<file path="config.mk">
export PLATFORM = sky130hd
export DESIGN_NAME = store_write_buffer
export DESIGN_NICKNAME = d
export VERILOG_FILES = /design/src/rtl/sopc_pkg.sv /design/src/rtl/store_lane_align.sv /design/src/rtl/store_write_buffer.sv
export SDC_FILE = /design/constraint.sdc
export NUM_CORES = 1
export LEC_CHECK = 0
export BUFFER_PORTS_ARGS = -buffer_cell sky130_fd_sc_hd__buf_2
export CAP_MARGIN = 20
export CORE_UTILIZATION = 55
export DETAILED_ROUTE_END_ITERATION = 7
export PLACE_DENSITY = 0.79
export SYNTH_ARGS = -nofsm -noshare
export SYNTH_HDL_FRONTEND = slang
export SYNTH_SLANG_ARGS = --single-unit
</file>
<file path="constraint.sdc">
create_clock -name clock -period 2.6 [get_ports clock]
set_input_delay 0.13 -clock clock [delete_from_list [all_inputs] [get_ports clock]]
set_output_delay 0.13 -clock clock [all_outputs]
set_load 0.1 [all_outputs]
</file>
<file path="src/rtl/sopc_pkg.sv">
`default_nettype none
// ============================================================================
//  Module      : sopc_pkg
//  Description : Shared types and constants for the store write buffer.
//                Holds the store length codes, the flush FSM state encoding,
//                and the lane-aligned payload struct that makes up a buffer
//                entry (the top level adds the word address, whose width is
//                a top-level parameter).
//  Revision    : 1.0  initial release
// ============================================================================
package sopc_pkg;

  // Store length codes as presented by the MEM stage
  localparam logic [2:0] LEN_B = 3'd1;
  localparam logic [2:0] LEN_H = 3'd2;
  localparam logic [2:0] LEN_W = 3'd4;

  // Flush sequencing states
  typedef enum logic [1:0] {
    RUN   = 2'd0,
    DRAIN = 2'd1,
    DONE  = 2'd2
  } swb_state_e;

  // Lane-aligned write payload: byte enables plus replicated write data
  typedef struct packed {
    logic [3:0]  be;
    logic [31:0] wdata;
  } lane_t;

endpackage : sopc_pkg
`default_nettype wire

</file>
<file path="src/rtl/store_lane_align.sv">
`default_nettype none
// ============================================================================
//  Module      : store_lane_align
//  Description : Combinational store aligner. Replicates the significant low
//                bytes of the register data across the word and derives the
//                byte enables from the low address bits and the length code.
//                Unknown length codes produce legal_o=0 and zero payload.
//  Ports       : addr_lo_i  byte address bits [1:0]
//                len_i      length code (LEN_B / LEN_H / LEN_W)
//                data_i     unaligned register data
//                wdata_o    lane-aligned write data
//                be_o       byte enables, bit i covers wdata_o[8i+7:8i]
//                legal_o    length code is one of the supported sizes
//  Revision    : 1.0  initial release
// ============================================================================
module store_lane_align
  import sopc_pkg::*;
(
  input  logic [1:0]  addr_lo_i,
  input  logic [2:0]  len_i,
  input  logic [31:0] data_i,
  output logic [31:0] wdata_o,
  output logic [3:0]  be_o,
  output logic        legal_o
);

  always_comb begin
    wdata_o = '0;
    be_o    = '0;
    legal_o = 1'b0;
    case (len_i)
      LEN_B: begin
        wdata_o = {4{data_i[7:0]}};
        be_o    = 4'b0001 << addr_lo_i;
        legal_o = 1'b1;
      end
      LEN_H: begin
        // Halfword lane is chosen by bit 1 only; bit 0 is ignored.
        wdata_o = {2{data_i[15:0]}};
        be_o    = addr_lo_i[1] ? 4'b1100 : 4'b0011;
        legal_o = 1'b1;
      end
      LEN_W: begin
        wdata_o = data_i;
        be_o    = 4'b1111;
        legal_o = 1'b1;
      end
      default: begin
        legal_o = 1'b0;
      end
    endcase
  end

endmodule : store_lane_align
`default_nettype wire

</file>
<file path="src/rtl/store_write_buffer.sv">
`default_nettype none
// ============================================================================
//  Module      : store_write_buffer
//  Description : Posted-write buffer between the MEM-stage store port and the
//                word-addressed data memory. Stores are lane-aligned and
//                queued in a DEPTH-entry FIFO, drained one per cycle under
//                mem_ready. A combinational probe flags loads that hit a
//                pending store word, and a flush handshake drains the queue.
//  Ports       : clock, reset            clock / synchronous active-high reset
//                st_valid/st_ready       store handshake
//                st_addr/st_data/st_len  store byte address, data, length code
//                ld_valid/ld_addr        load probe inputs
//                ld_hazard               load matches a pending store word
//                mem_we/mem_ready        memory write handshake (head entry)
//                mem_addr/wdata/be       head entry word address and payload
//                flush_req/flush_done    drain request / completion pulse
//                count                   number of valid entries
//  Parameters  : DEPTH  FIFO entries, power of two, 2..16
//                AW     word-address width, at most 29
//  Revision    : 1.0  initial release
// ============================================================================
module store_write_buffer
  import sopc_pkg::*;
#(
  parameter int DEPTH = 4,
  parameter int AW    = 7
) (
  input  logic                         clock,
  input  logic                         reset,
  input  logic                         st_valid,
  output logic                         st_ready,
  input  logic [31:0]                  st_addr,
  input  logic [31:0]                  st_data,
  input  logic [2:0]                   st_len,
  input  logic                         ld_valid,
  input  logic [31:0]                  ld_addr,
  output logic                         ld_hazard,
  output logic                         mem_we,
  output logic [AW-1:0]                mem_addr,
  output logic [31:0]                  mem_wdata,
  output logic [3:0]                   mem_be,
  input  logic                         mem_ready,
  input  logic                         flush_req,
  output logic                         flush_done,
  output logic [$clog2(DEPTH+1)-1:0]   count
);

  localparam int PW = $clog2(DEPTH);
  localparam int CW = $clog2(DEPTH+1);

  typedef struct packed {
    logic [AW-1:0] addr;
    lane_t         lane;
  } entry_t;

  entry_t         fifo_q [DEPTH];
  logic [PW-1:0]  head_q, tail_q;
  logic [CW-1:0]  count_q;
  swb_state_e     state_q, state_d;

  logic [31:0]    lane_wdata;
  logic [3:0]     lane_be;
  logic           lane_legal;
  logic           push, pop;
  entry_t         head_e;
  logic           hit;
  logic [PW-1:0]  offs;

  // Address bits outside the word index are not part of the match/entry.
  logic           unused_addr_bits;
  assign unused_addr_bits = ^{st_addr[31:AW+2], ld_addr[31:AW+2], ld_addr[1:0]};

  store_lane_align u_align (
    .addr_lo_i (st_addr[1:0]),
    .len_i     (st_len),
    .data_i    (st_data),
    .wdata_o   (lane_wdata),
    .be_o      (lane_be),
    .legal_o   (lane_legal)
  );

  // Full-buffer check uses the registered count only, so a same-cycle pop
  // never opens a slot for a push.
  assign st_ready = (count_q != CW'(DEPTH)) && (state_q == RUN);
  // Illegal lengths complete the handshake but never enqueue.
  assign push     = st_valid && st_ready && lane_legal;
  assign mem_we   = (count_q != '0);
  assign pop      = mem_we && mem_ready;

  assign head_e    = fifo_q[head_q];
  assign mem_addr  = mem_we ? head_e.addr       : '0;
  assign mem_wdata = mem_we ? head_e.lane.wdata : '0;
  assign mem_be    = mem_we ? head_e.lane.be    : '0;
  assign count     = count_q;

  always_ff @(posedge clock) begin
    if (reset) begin
      head_q  <= '0;
      tail_q  <= '0;
      count_q <= '0;
      state_q <= RUN;
    end else begin
      state_q <= state_d;
      if (push) tail_q <= tail_q + 1'b1;
      if (pop)  head_q <= head_q + 1'b1;
      case ({push, pop})
        2'b10:   count_q <= count_q + 1'b1;
        2'b01:   count_q <= count_q - 1'b1;
        default: count_q <= count_q;
      endcase
    end
  end

  // Entry storage carries no reset; validity is defined by head/count.
  always_ff @(posedge clock) begin
    if (push) begin
      fifo_q[tail_q] <= '{addr: st_addr[AW+1:2],
                          lane: '{be: lane_be, wdata: lane_wdata}};
    end
  end

  // Slot i is valid when its distance from the head is below count.
  always_comb begin
    hit  = 1'b0;
    offs = '0;
    for (int i = 0; i < DEPTH; i++) begin
      offs = PW'(i) - head_q;
      if ((CW'(offs) < count_q) && (fifo_q[i].addr == ld_addr[AW+1:2])) begin
        hit = 1'b1;
      end
    end
  end

  assign ld_hazard = ld_valid && hit;

  always_comb begin
    state_d    = state_q;
    flush_done = 1'b0;
    case (state_q)
      RUN:     if (flush_req) state_d = DRAIN;
      DRAIN:   if (count_q == '0) state_d = DONE;
      DONE: begin
        flush_done = 1'b1;
        state_d    = RUN;
      end
      default: state_d = RUN;
    endcase
  end

endmodule : store_write_buffer
`default_nettype wire

</file>
==> results.json <==
{
  "setup_viol": 0,
  "n_antenna_cell": 0,
  "worstSetupStartpointType": "register",
  "grt.total_usage": 0.244,
  "netlist_area_um2": 7980,
  "maxCapViolCount": 0,
  "coreArea_um2": 14000,
  "clkPwrFrac": 0.229,
  "grt_pass1_wl_um": 26000,
  "arrival_ns": 2.35,
  "grtUsageMet1": 0.341,
  "htree_num_levels": 4,
  "avgViaCountPerCell": 5.93,
  "clk_pin_slew_ns": 0.06,
  "synth_flop_cell": "edfxtp_1",
  "drt_iter0_markers": 576,
  "crit_path_max_fanout": 6,
  "cp-end-kind": "primary output",
  "p_seq_frac": 0.345,
  "outcome": "finished, final reports clean",
  "finish.utilization": 0.676,
  "numCtsBuffers": 17,
  "worstPathRequired_ns": 2.47,
  "synthesis.nets": 586,
  "rsz0062_at_grt": "no",
  "die_x_um": 122,
  "gp_congestion": 0.869,
  "met3_usage": 0.0400,
  "ios": 155,
  "p_leak_uw": 0.00353,
  "grt_antenna_before_repair": 0,
  "die-area_um2": 15000,
  "drive_above_1_share": 0.348,
  "swShare": 0.441,
  "synthArstFlopShare": 0,
  "grt_overflow": 0,
  "synth_cell_type_count": 40,
  "yosysSeqAreaShare": 0.675,
  "fin_tns_setup_ns": 0,
  "global_route.usage.met2": 0.388,
  "finalCritPeriodShare": 0.954,
  "routed_wl_um": 16800,
  "cts-root-buf": "clkbuf_16",
  "period_needed_ns": 2.48,
  "postCtsSetupRepairBufs": 0,
  "synth_edf_count": 172,
  "fin_skew_ns": 0.00554,
  "hpwl_um": 11000,
  "post-place-ws_ns": 0.202,
  "grt_max_degree": 47,
  "finalNetCount": 713,
  "hp-class": "in2reg",
  "finalPower_uw": 10000,
  "synth_warnings": 0,
  "rows": 43,
  "area_delta_synth_final_pct": 18.8,
  "layout_setup_ws_ns": 0.120,
  "clockBufferDepth": 2,
  "cts_tree": "done",
  "fin_area_um2": 9490,
  "synthCells": 471,
  "cts_sinks": 183,
  "p_per_area_nw_per_um2": 1060,
  "slew_viol_final": 0,
  "placed_cell_area_um2": 8870,
  "start_util": 0.569,
  "wl_per_cell_um": 21.3,
  "max_slew_margin": 0.563,
  "synth_area_leaders": "edfxtp_1 65%, mux4_2 12%, and2_1 4.2%",
  "yosysMostFrequentCell": "edfxtp_1",
  "p_int_uw": 5610,
  "synth_top_area_cell": "edfxtp_1",
  "hold_viol_final": 0,
  "fmaxAchievable_mhz": 403,
  "avgSynthCellArea_um2": 17.0,
  "ys_ff_latch": 183,
  "peakVddDrop_v": 0.000848,
  "p_switching_uw": 4420,
  "synth.top_cell.area_share": 0.647,
  "busiest_layer": "met2",
  "synthTopCellsByCount": "172 x edfxtp_1, 53 x and2_1, 43 x mux4_2",
  "numPortBuffers": 106,
  "drt-pass1-iter-count": 5,
  "worstMarginPinSlew_ns": 0.653,
  "critPathKind": "reg2out",
  "drc": 0,
  "comb_power_share": 0.426,
  "ant_nets": 0,
  "die_h_um": 122,
  "clk_latency_ns": 0.42,
  "grt_pass1_vias": 4702,
  "dr_total_vias": 4681
}
[path summary, 6_finish.rpt]
kind,from,endpoint,slack [ns],cells after the start
max,head_q[0],ld_hazard,0.12,7
min,flush_req,state_q[0],0.02,3
max reg2reg,count[2],count[2],0.19,10
min reg2reg,state_q[1],state_q[1],0.48,1
[flip-flops by register name, indices dropped and copies added, names as in the netlist, named ones only]
name,cells
count,3
fifo_q,172
head_q,2
state_q,2
tail_q,2
[routing by layer]
layer | routed length (µm) | up-vias
li1 | - | 2082
met1 | 6810 | 2356
met2 | 8480 | 216
met3 | 1180 | 27
met4 | 324 | 0
met5 | 0 | -
[timing repair]
action | 4_1_cts | 5_1_grt
gates resized for setup | 0 | 1
endpoints found under the hold margin | 35 | 0
setup endpoints to repair | 0 | 1
hold buffers | 8 | 0
[layout make-up]
type | instances | area, µm²
Clock buffer | 20 | 437
Clock inverter | 10 | 83.8
Tap cell | 180 | 225
Inverter | 12 | 45.0
Sequential cell | 183 | 5390
Timing Repair Buffer | 130 | 835
Fill cell | 952 | 4560
Multi-Input combinational cell | 254 | 2470
[layout by cell type, fill, tap and decap left out, types with 3 or more instances in the layout]
cell type	n
edfxtp_1	172
buf_2	106
and2_1	44
mux4_2	43
xor2_1	30
nor2_1	20
clkbuf_16	17
a21o_1	16
inv_1	12
nor2b_1	10
and2_2	9
ha_1	9
a22oi_1	8
a22o_1	8
a21oi_1	8
dlygate4sd3_1	8
buf_12	8
buf_4	7
dfxtp_1	6
nor3_1	5
o21ai_0	5
xnor2_1	4
nand3_1	4
and3_2	4
nor4_1	4
o211ai_1	4
dfxtp_2	4
clkinv_2	4
clkinv_4	3
clkbuf_1	3
[power groups by stage]
stage | combinational [µW] | clock [µW] | sequential [µW]
after global placement | 4230 | 0 | 3510
after floorplan | 3510 | 0 | 3570
after global routing | 4480 | 2440 | 3480
after CTS | 4300 | 2320 | 3460
after detailed placement | 4280 | 0 | 3530
final | 4270 | 2290 | 3460
[through the flow]
step           hold slack, ns  instances
4_1_cts                0.0119        788
5_1_grt                0.0170        789
6_report               0.0164        789
3_5_place_dp            0.346        750
3_3_place_gp            0.341        750
2_1_floorplan           0.229        471
[logic make-up (layout without fill, tap and decap cells)]
| family | count (synthesis) | after routing | synth area share |
|---|---|---|---|
| mux | 43 | 43 | 0.121 |
| fa+ha+maj | 10 | 10 | 0.0166 |
| xor+xnor | 34 | 34 | 0.0373 |
| compound gates | 57 | 57 | 0.0512 |
| buf+inv | 34 | 172 | 0.0194 |
| flops | 183 | 183 | 0.675 |
| simple gates | 110 | 110 | 0.0796 |
[worst max-delay path: stages, from the launching register on]
cell	delay, ns
dfxtp_1	0.44
xnor2_1	0.17
inv_1	0.07
ha_1	0.28
a21oi_1	0.14
o211ai_1	0.11
a41oi_2	0.24
buf_2	0.46
(Power assumes the default switching activity.)
